==> src/rtl/seq_detector_arbiter.sv <==
`default_nettype none
// ============================================================================
// Module      : seq_detector_arbiter
// Description : Round-robin frame arbiter that shares one 3-bit sequence
//               detector among N_SRC symbol sources. One source is granted
//               per frame. Its symbols are forwarded on a registered stream.
//               A FILL symbol separates frames so that a match can never span
//               two frames or two sources. Detector hits are attributed to the
//               owning source, and stalled frames are aborted after TIMEOUT
//               idle cycles.
//               Optional per-source hit counters: define SEQDET_HIT_CNT_EN.
// Revision    : 1.0 - initial release
// ============================================================================
module seq_detector_arbiter #(
   parameter int N_SRC   = 4,
   parameter int SRC_W   = 2,
   parameter int TIMEOUT = 16,
   parameter int CNT_W   = 8
) (
   input  logic                     clk,
   input  logic                     reset_n,
   input  logic [N_SRC-1:0]         req_valid,
   input  logic [3*N_SRC-1:0]       req_data,
   input  logic [N_SRC-1:0]         req_last,
   output logic [N_SRC-1:0]         req_ready,
   output logic [2:0]               det_data,
   input  logic                     det_found,
   output logic                     hit_valid,
   output logic [SRC_W-1:0]         hit_src,
   output logic                     abort,
   output logic                     busy,
   output logic [SRC_W-1:0]         grant_src,
   output logic [N_SRC*CNT_W-1:0]   hit_cnt
);

   // FILL is absent from the target pattern, so one FILL resets any partial match
   localparam logic [2:0] FILL   = 3'b111;
   localparam int         IDLE_W = (TIMEOUT < 2) ? 1 : $clog2(TIMEOUT);

   typedef enum logic [1:0] {
      S_IDLE  = 2'd0,
      S_XFER  = 2'd1,
      S_FLUSH = 2'd2
   } state_t;

   state_t              state;
   logic [SRC_W-1:0]    rr_ptr;
   logic [IDLE_W-1:0]   idle_cnt;
   logic [2:0]          src_sym [N_SRC];
   logic                accept;
   logic                any_req;
   logic                last_sym;
   logic                idle_hit;
   logic [SRC_W-1:0]    flush_ptr;
   logic [SRC_W-1:0]    pick_idle;
   logic [SRC_W-1:0]    pick_flush;
   logic                tag1_v;
   logic [SRC_W-1:0]    tag1;
   logic                tag2_v;
   logic [SRC_W-1:0]    tag2;

   // first valid requester at or after base, wrapping around the source ring
   function automatic logic [SRC_W-1:0] pick(input logic [N_SRC-1:0] v,
                                             input logic [SRC_W-1:0] base);
      logic [SRC_W-1:0] sel;
      logic [N_SRC-1:0] vs;
      int               j;
      sel = base;
      for (int k = N_SRC - 1; k >= 0; k--) begin
         j  = (int'(base) + k) % N_SRC;
         vs = v >> j;
         if (vs[0]) sel = SRC_W'(j);
      end
      return sel;
   endfunction

   function automatic logic [N_SRC-1:0] onehot(input logic [SRC_W-1:0] idx);
      return N_SRC'(1) << idx;
   endfunction

   for (genvar i = 0; i < N_SRC; i++) begin : g_unpack
      assign src_sym[i] = req_data[3*i +: 3];
   end

   assign accept     = |(req_valid & req_ready);
   assign any_req    = |req_valid;
   assign last_sym   = req_last[grant_src];
   assign idle_hit   = (idle_cnt == IDLE_W'(TIMEOUT - 1));
   assign flush_ptr  = (grant_src == SRC_W'(N_SRC - 1)) ? '0 : grant_src + 1'b1;
   assign pick_idle  = pick(req_valid, rr_ptr);
   assign pick_flush = pick(req_valid, flush_ptr);

   // frame control: grant, transfer, timeout abort and one-cycle flush
   always_ff @(posedge clk or negedge reset_n) begin
      if (!reset_n) begin
         state     <= S_IDLE;
         rr_ptr    <= '0;
         grant_src <= '0;
         req_ready <= '0;
         busy      <= 1'b0;
         abort     <= 1'b0;
         idle_cnt  <= '0;
      end else begin
         abort <= 1'b0;
         case (state)
            S_IDLE: begin
               if (any_req) begin
                  grant_src <= pick_idle;
                  req_ready <= onehot(pick_idle);
                  busy      <= 1'b1;
                  idle_cnt  <= '0;
                  state     <= S_XFER;
               end
            end
            S_XFER: begin
               if (accept) begin
                  idle_cnt <= '0;
                  if (last_sym) begin
                     req_ready <= '0;
                     state     <= S_FLUSH;
                  end
               end else if (idle_hit) begin
                  abort     <= 1'b1;
                  req_ready <= '0;
                  idle_cnt  <= '0;
                  state     <= S_FLUSH;
               end else begin
                  idle_cnt <= idle_cnt + 1'b1;
               end
            end
            S_FLUSH: begin
               rr_ptr <= flush_ptr;
               if (any_req) begin
                  grant_src <= pick_flush;
                  req_ready <= onehot(pick_flush);
                  idle_cnt  <= '0;
                  state     <= S_XFER;
               end else begin
                  busy  <= 1'b0;
                  state <= S_IDLE;
               end
            end
            default: state <= S_IDLE;
         endcase
      end
   end

   // forward the accepted symbol with its owner tag; every other cycle sends FILL
   always_ff @(posedge clk or negedge reset_n) begin
      if (!reset_n) begin
         det_data <= FILL;
         tag1_v   <= 1'b0;
         tag1     <= '0;
      end else begin
         det_data <= accept ? src_sym[grant_src] : FILL;
         tag1_v   <= accept;
         tag1     <= grant_src;
      end
   end

   // delay the tag to line up with det_found, then attribute the hit
   always_ff @(posedge clk or negedge reset_n) begin
      if (!reset_n) begin
         tag2_v    <= 1'b0;
         tag2      <= '0;
         hit_valid <= 1'b0;
         hit_src   <= '0;
      end else begin
         tag2_v    <= tag1_v;
         tag2      <= tag1;
         hit_valid <= det_found & tag2_v;
         hit_src   <= tag2;
      end
   end

`ifdef SEQDET_HIT_CNT_EN
   for (genvar i = 0; i < N_SRC; i++) begin : g_hit_cnt
      logic [CNT_W-1:0] cnt;
      // saturating count of hits owned by this source
      always_ff @(posedge clk or negedge reset_n) begin
         if (!reset_n) begin
            cnt <= '0;
         end else if (hit_valid && (hit_src == SRC_W'(i)) && (cnt != '1)) begin
            cnt <= cnt + 1'b1;
         end
      end
      assign hit_cnt[i*CNT_W +: CNT_W] = cnt;
   end
`else
   assign hit_cnt = '0;
`endif

endmodule
`default_nettype wire
==> config.mk <==
export PLATFORM = sky130hd
export DESIGN_NAME = seq_detector_arbiter
export DESIGN_NICKNAME = d
export VERILOG_FILES = /design/src/rtl/seq_detector_arbiter.sv
export SDC_FILE = /design/constraint.sdc
export NUM_CORES = 1
export LEC_CHECK = 0
export ABC_AREA = 0
export CORE_MARGIN = 2
export CORE_UTILIZATION = 46
export DETAILED_ROUTE_END_ITERATION = 10
export PLACE_DENSITY = 0.81
export SLEW_MARGIN = 40
export SYNTH_ARGS = -nofsm -noshare
export SYNTH_HDL_FRONTEND = slang
export SYNTH_SLANG_ARGS = --single-unit
==> constraint.sdc <==
create_clock -name clk -period 4.95 [get_ports clk]
set_clock_uncertainty 0.1 [all_clocks]
set_input_delay 0.99 -clock clk [delete_from_list [all_inputs] [get_ports clk]]
set_output_delay 0.99 -clock clk [all_outputs]
set_load 0.05 [all_outputs]
==> run summary <==
The clock tree root driver cell is sky130_fd_sc_hd__clkbuf_4. The power per unit of standard cell area is about 560 nW/um^2. After legalization and detailed placement, the total HPWL measured ~2.2 mm. The fraction of the yosys area taken by sequential cells is ~43%. The internal power of the cells is about 610 uW. The critical path startpoint is grant_src[0]$_DFFE_PN0P_. TritonCTS built the clock tree. The number of buffers inserted by post-CTS setup repair came out at 0. The total of max-cap violations came out at 0. The initial antenna violation count came out at 0. The floorplan step set the die width to approximately 64 um.

Registers take ~700 um^2. The register-to-register setup slack came out at around 2700 ps. The level count of the clock H-tree came out at 1. The number of pins exceeding their max-slew limit in the final report is 0. The core region area is 3390 um^2.

The number of nets at the end of the flow came out at between 200 and 250. The number of search-and-repair iterations in the first detailed-routing pass came out at 4. The area share of the largest cell type after synthesis came out at between 30% and 40%. The endpoint identified for the worst register-to-register timing path is req_ready[2]$_DFFE_PN0P_. The antenna violation net count after detailed routing is 0.

Measured in cells, the most critical reg-to-reg path has a length of 6. The share of layout cells above drive strength 1 came out at a little under a tenth. The number of resized instances in the post-cts repair step came out at 0. The type of the most critical hold path is reg2reg. In this run, flip-flops and latches consume 35.3% of the power. The stage delay of the slowest cell on the critical path is around 890 ps. In this run the critical register-to-register path is launched from grant_src[0]$_DFFE_PN0P_. The clock net in this run drives a total of 28 sinks. The buffer depth of the longest clock path is 2. The floorplan die height came out at roughly 64 um. The endpoint kind of the worst setup timing path is an output port. After detailed routing, the total wire length is approximately 2.8 mm. The worst vdd rail ir drop came out at between 0.2 and 0.25 mV. The final non-filler cell total is 241.

The type of origin of the critical path is a register. Global routing used between 10% and 20% of the available tracks across all layers. Clock latency on the worst-skew pair, taken at its later pin, is ~320 ps.

The adder and majority gate portion of the synthesized area is roughly 1.5%. The critical-path maximum fanout came out at 12. The post-CTS clock slew at the launch and capture registers of the worst setup and hold paths is 130 ps. The number of clock buffers added by TritonCTS is 3. The mean area per synthesized cell came out at roughly 10 um^2. The largest family of logic cells by synthesized area is compound AO/OA/AOI/OAI gates. For the final routed database, the setup TNS stands at 0 ps.

Global routing finished with a remaining overflow of 0. The max-slew headroom at the worst pin came out at between 60% and 70%. The critical path arrival is between 1500 and 2000 ps.

The layout overhead on the synthesized area is 19.44%. The worst hold path begins at tag2[1]$_DFF_PN0_. The number of global-route vias before repair came to approximately 1000.

The critical path goes through clkdlybuf4s50_1. The leakage power is ~0.00090 uW. The transition time at the pin with the least slew margin is roughly 500 ps. The share of total power in combinational logic is between 50% and 60%. The switching power total is about 500 uW.

The effective utilization at floorplan came out at 48.80%. The number of antenna repair diodes came out at 0. By area the synthesized netlist is led by sky130_fd_sc_hd__dfrtp_1, sky130_fd_sc_hd__buf_4, sky130_fd_sc_hd__mux4_1. In this run the core area contains 21 standard-cell rows. Counting the fill cells in the layout gives about 300. The final hold violation count is 0.

The part of the power in the clock network came out at 13.0%. The clock period minus final worst setup slack is roughly 2900 ps. The synthesized netlist devotes between 10% and 20% of its cell area to compound gates.

In the routed layout, each cell is associated on average with a via count of between 4 and 5. The top-level port count is slightly below 70. The highest clock frequency the design can meet is roughly 0.34 GHz. Setup violations remaining at the end of the flow were counted as 0. The number of vias after detailed routing came out at 1183. The share of the cycle needed by the critical path after routing is just under 60%. The unique cell type count in the Yosys netlist is 44. The synthesized netlist cell count came out at ~160. Net switching is about 45% of the power.

Yosys printed 0 warnings. The footprint of the multi-input gates is about 760 um^2. After the first detailed-routing iteration, the DRC count stood at 65. The first global-routing pass estimated roughly 4.8 mm of wire. In the final routed layout, each cell accounts on average for roughly 12 um. For the worst setup path, the data required time is approximately 3900 ps. At the end of routability-driven placement, the weighted congestion stood at roughly 0.86. Entering global routing, the biggest net connects 29 pins. The worst path buffer plus inverter count came out at 1. The post-route DRC violation count came out at 0. The total die area is 4092 um^2.

In this design, the largest share of critical-path delay is due to buffers and inverters. For this design, the slowest cell found on the critical path is sky130_fd_sc_hd__clkdlybuf4s50_1. The cell count of the worst hold path came out at 0.

The synthesized netlist occupies a cell area of between 1500 and 2000 um^2. After Yosys synthesis, and, or, nand and nor cells account for 12.33% of the synthesized area. Counting flops and latches in the post-synthesis netlist gives 28. The flow ran to the end, and the final reports show no timing, DRC or antenna violations. The library cells used most frequently in the layout, excluding fill and tap cells, are sky130_fd_sc_hd__clkdlybuf4s50_1, sky130_fd_sc_hd__conb_1, sky130_fd_sc_hd__dfrtp_1.

The area share of xor/xnor cells in the synthesized design came out at 0%. The critical path is of the reg2out type. For this design, the CTS-stage hold fixing added 0 buffers. The mux contribution to synthesized area is approximately 6.4%. The library cell used most frequently in the layout, excluding fill and tap cells, is sky130_fd_sc_hd__clkdlybuf4s50_1.

Port buffering added 36 buffers. Setup repair after global routing left no endpoint under its margin. The worst min-delay path endpoint is hit_src[1]$_DFF_PN0_. sky130_fd_sc_hd__dfrtp_1 takes more of the synthesized area than any other cell.

Including well taps, the total number of placed cells is 237.
==> cells in the mapped netlist, drive strengths merged <==
library cell / count
a2111oi: 1
a211oi: 1
a21o: 2
a21oi: 3
a22o: 3
a22oi: 2
a31oi: 1
a32o: 1
a41o: 1
a41oi: 1
and2: 2
and2b: 3
and3: 1
buf: 34
clkbuf: 1
conb: 1
dfrtp: 25
dfstp: 3
ha: 2
inv: 8
mux4: 4
nand2: 13
nand2b: 2
nand3: 4
nor2: 9
nor2b: 2
nor3: 1
nor3b: 1
nor4: 1
o211ai: 1
o21a: 1
o21ai: 11
o21bai: 2
o22ai: 1
o2bb2ai: 2
o311a: 1
o31ai: 3
o32ai: 1
or2: 2
==> power by group through the flow <==
stage / Combinational, uW / Sequential, uW / Clock (uW)
finish: 571 / 390 / 144
floorplan: 330 / 506 / 0
CTS: 572 / 390 / 149
global route: 618 / 403 / 157
detailed placement: 571 / 394 / 0
global placement: 566 / 392 / 0
==> metrics by stage <==
stage               total power, uW  instance area (um^2)  setup WS [ps]  hold WS, ps  util, %
floorplan                     836.0                  1770           2561        231.2        -
global placement              957.8                  1923           1952        232.0    56.74
detailed placement            965.6                  1923           1920        239.3    56.74
CTS                            1112                  1976           2019        270.8    58.29
global route                   1178                  1976           1951        288.2    58.29
finish                         1105                  1976           2039        267.3    58.29
==> routing by layer <==
layer	vias to the layer above	track usage (%)	part of all wire (%)
met5	-	0	0
met4	0	4.891	0.36
met3	2	1.937	6.7
met2	54	23.83	48
met1	560	20.53	45
li1	567	-	-
==> cell families (layout without fill, tap and decap cells) <==
family / after synthesis / count (layout)
buffers and inverters: 43 / 49
and+or+nand+nor: 41 / 41
AOI/OAI and AO/OA: 39 / 39
DFF: 28 / 28
muxes: 4 / 4
adders and majority gates: 2 / 2
other: 1 / 32
==> final cells by class <==
class | count | share of cell area, %
multi-input cells | 118 | 38.63
flip-flops and latches | 28 | 35.66
repair buffers | 37 | 18.62
well taps | 46 | 2.913
clock inverters | 1 | 1.520
inverters | 8 | 1.520
clock buffers | 3 | 1.140
==> registers in the layout, indices dropped and copies added, names as in the netlist <==
signal and count:
rr_ptr 2, tag1_v 1, hit_valid 1, busy 1
state 2, abort 1, req_ready 4, hit_src 2
idle_cnt 4, tag2_v 1, tag2 2, det_data 3
tag1 2, grant_src 2
==> how the worst max path moves through the flow <==
stage / slack, ps / cells past startpoint / endpoint
floorplan: 2560 / 6 / req_ready[2]$_DFFE_PN0P_
global placement: 1950 / 6 / req_ready[2]$_DFFE_PN0P_
detailed placement: 1920 / 6 / req_ready[2]$_DFFE_PN0P_
CTS: 2020 / 1 / grant_src[0]
global route: 1950 / 1 / grant_src[0]
finish: 2040 / 1 / grant_src[0]
(Power assumes the default switching activity.)
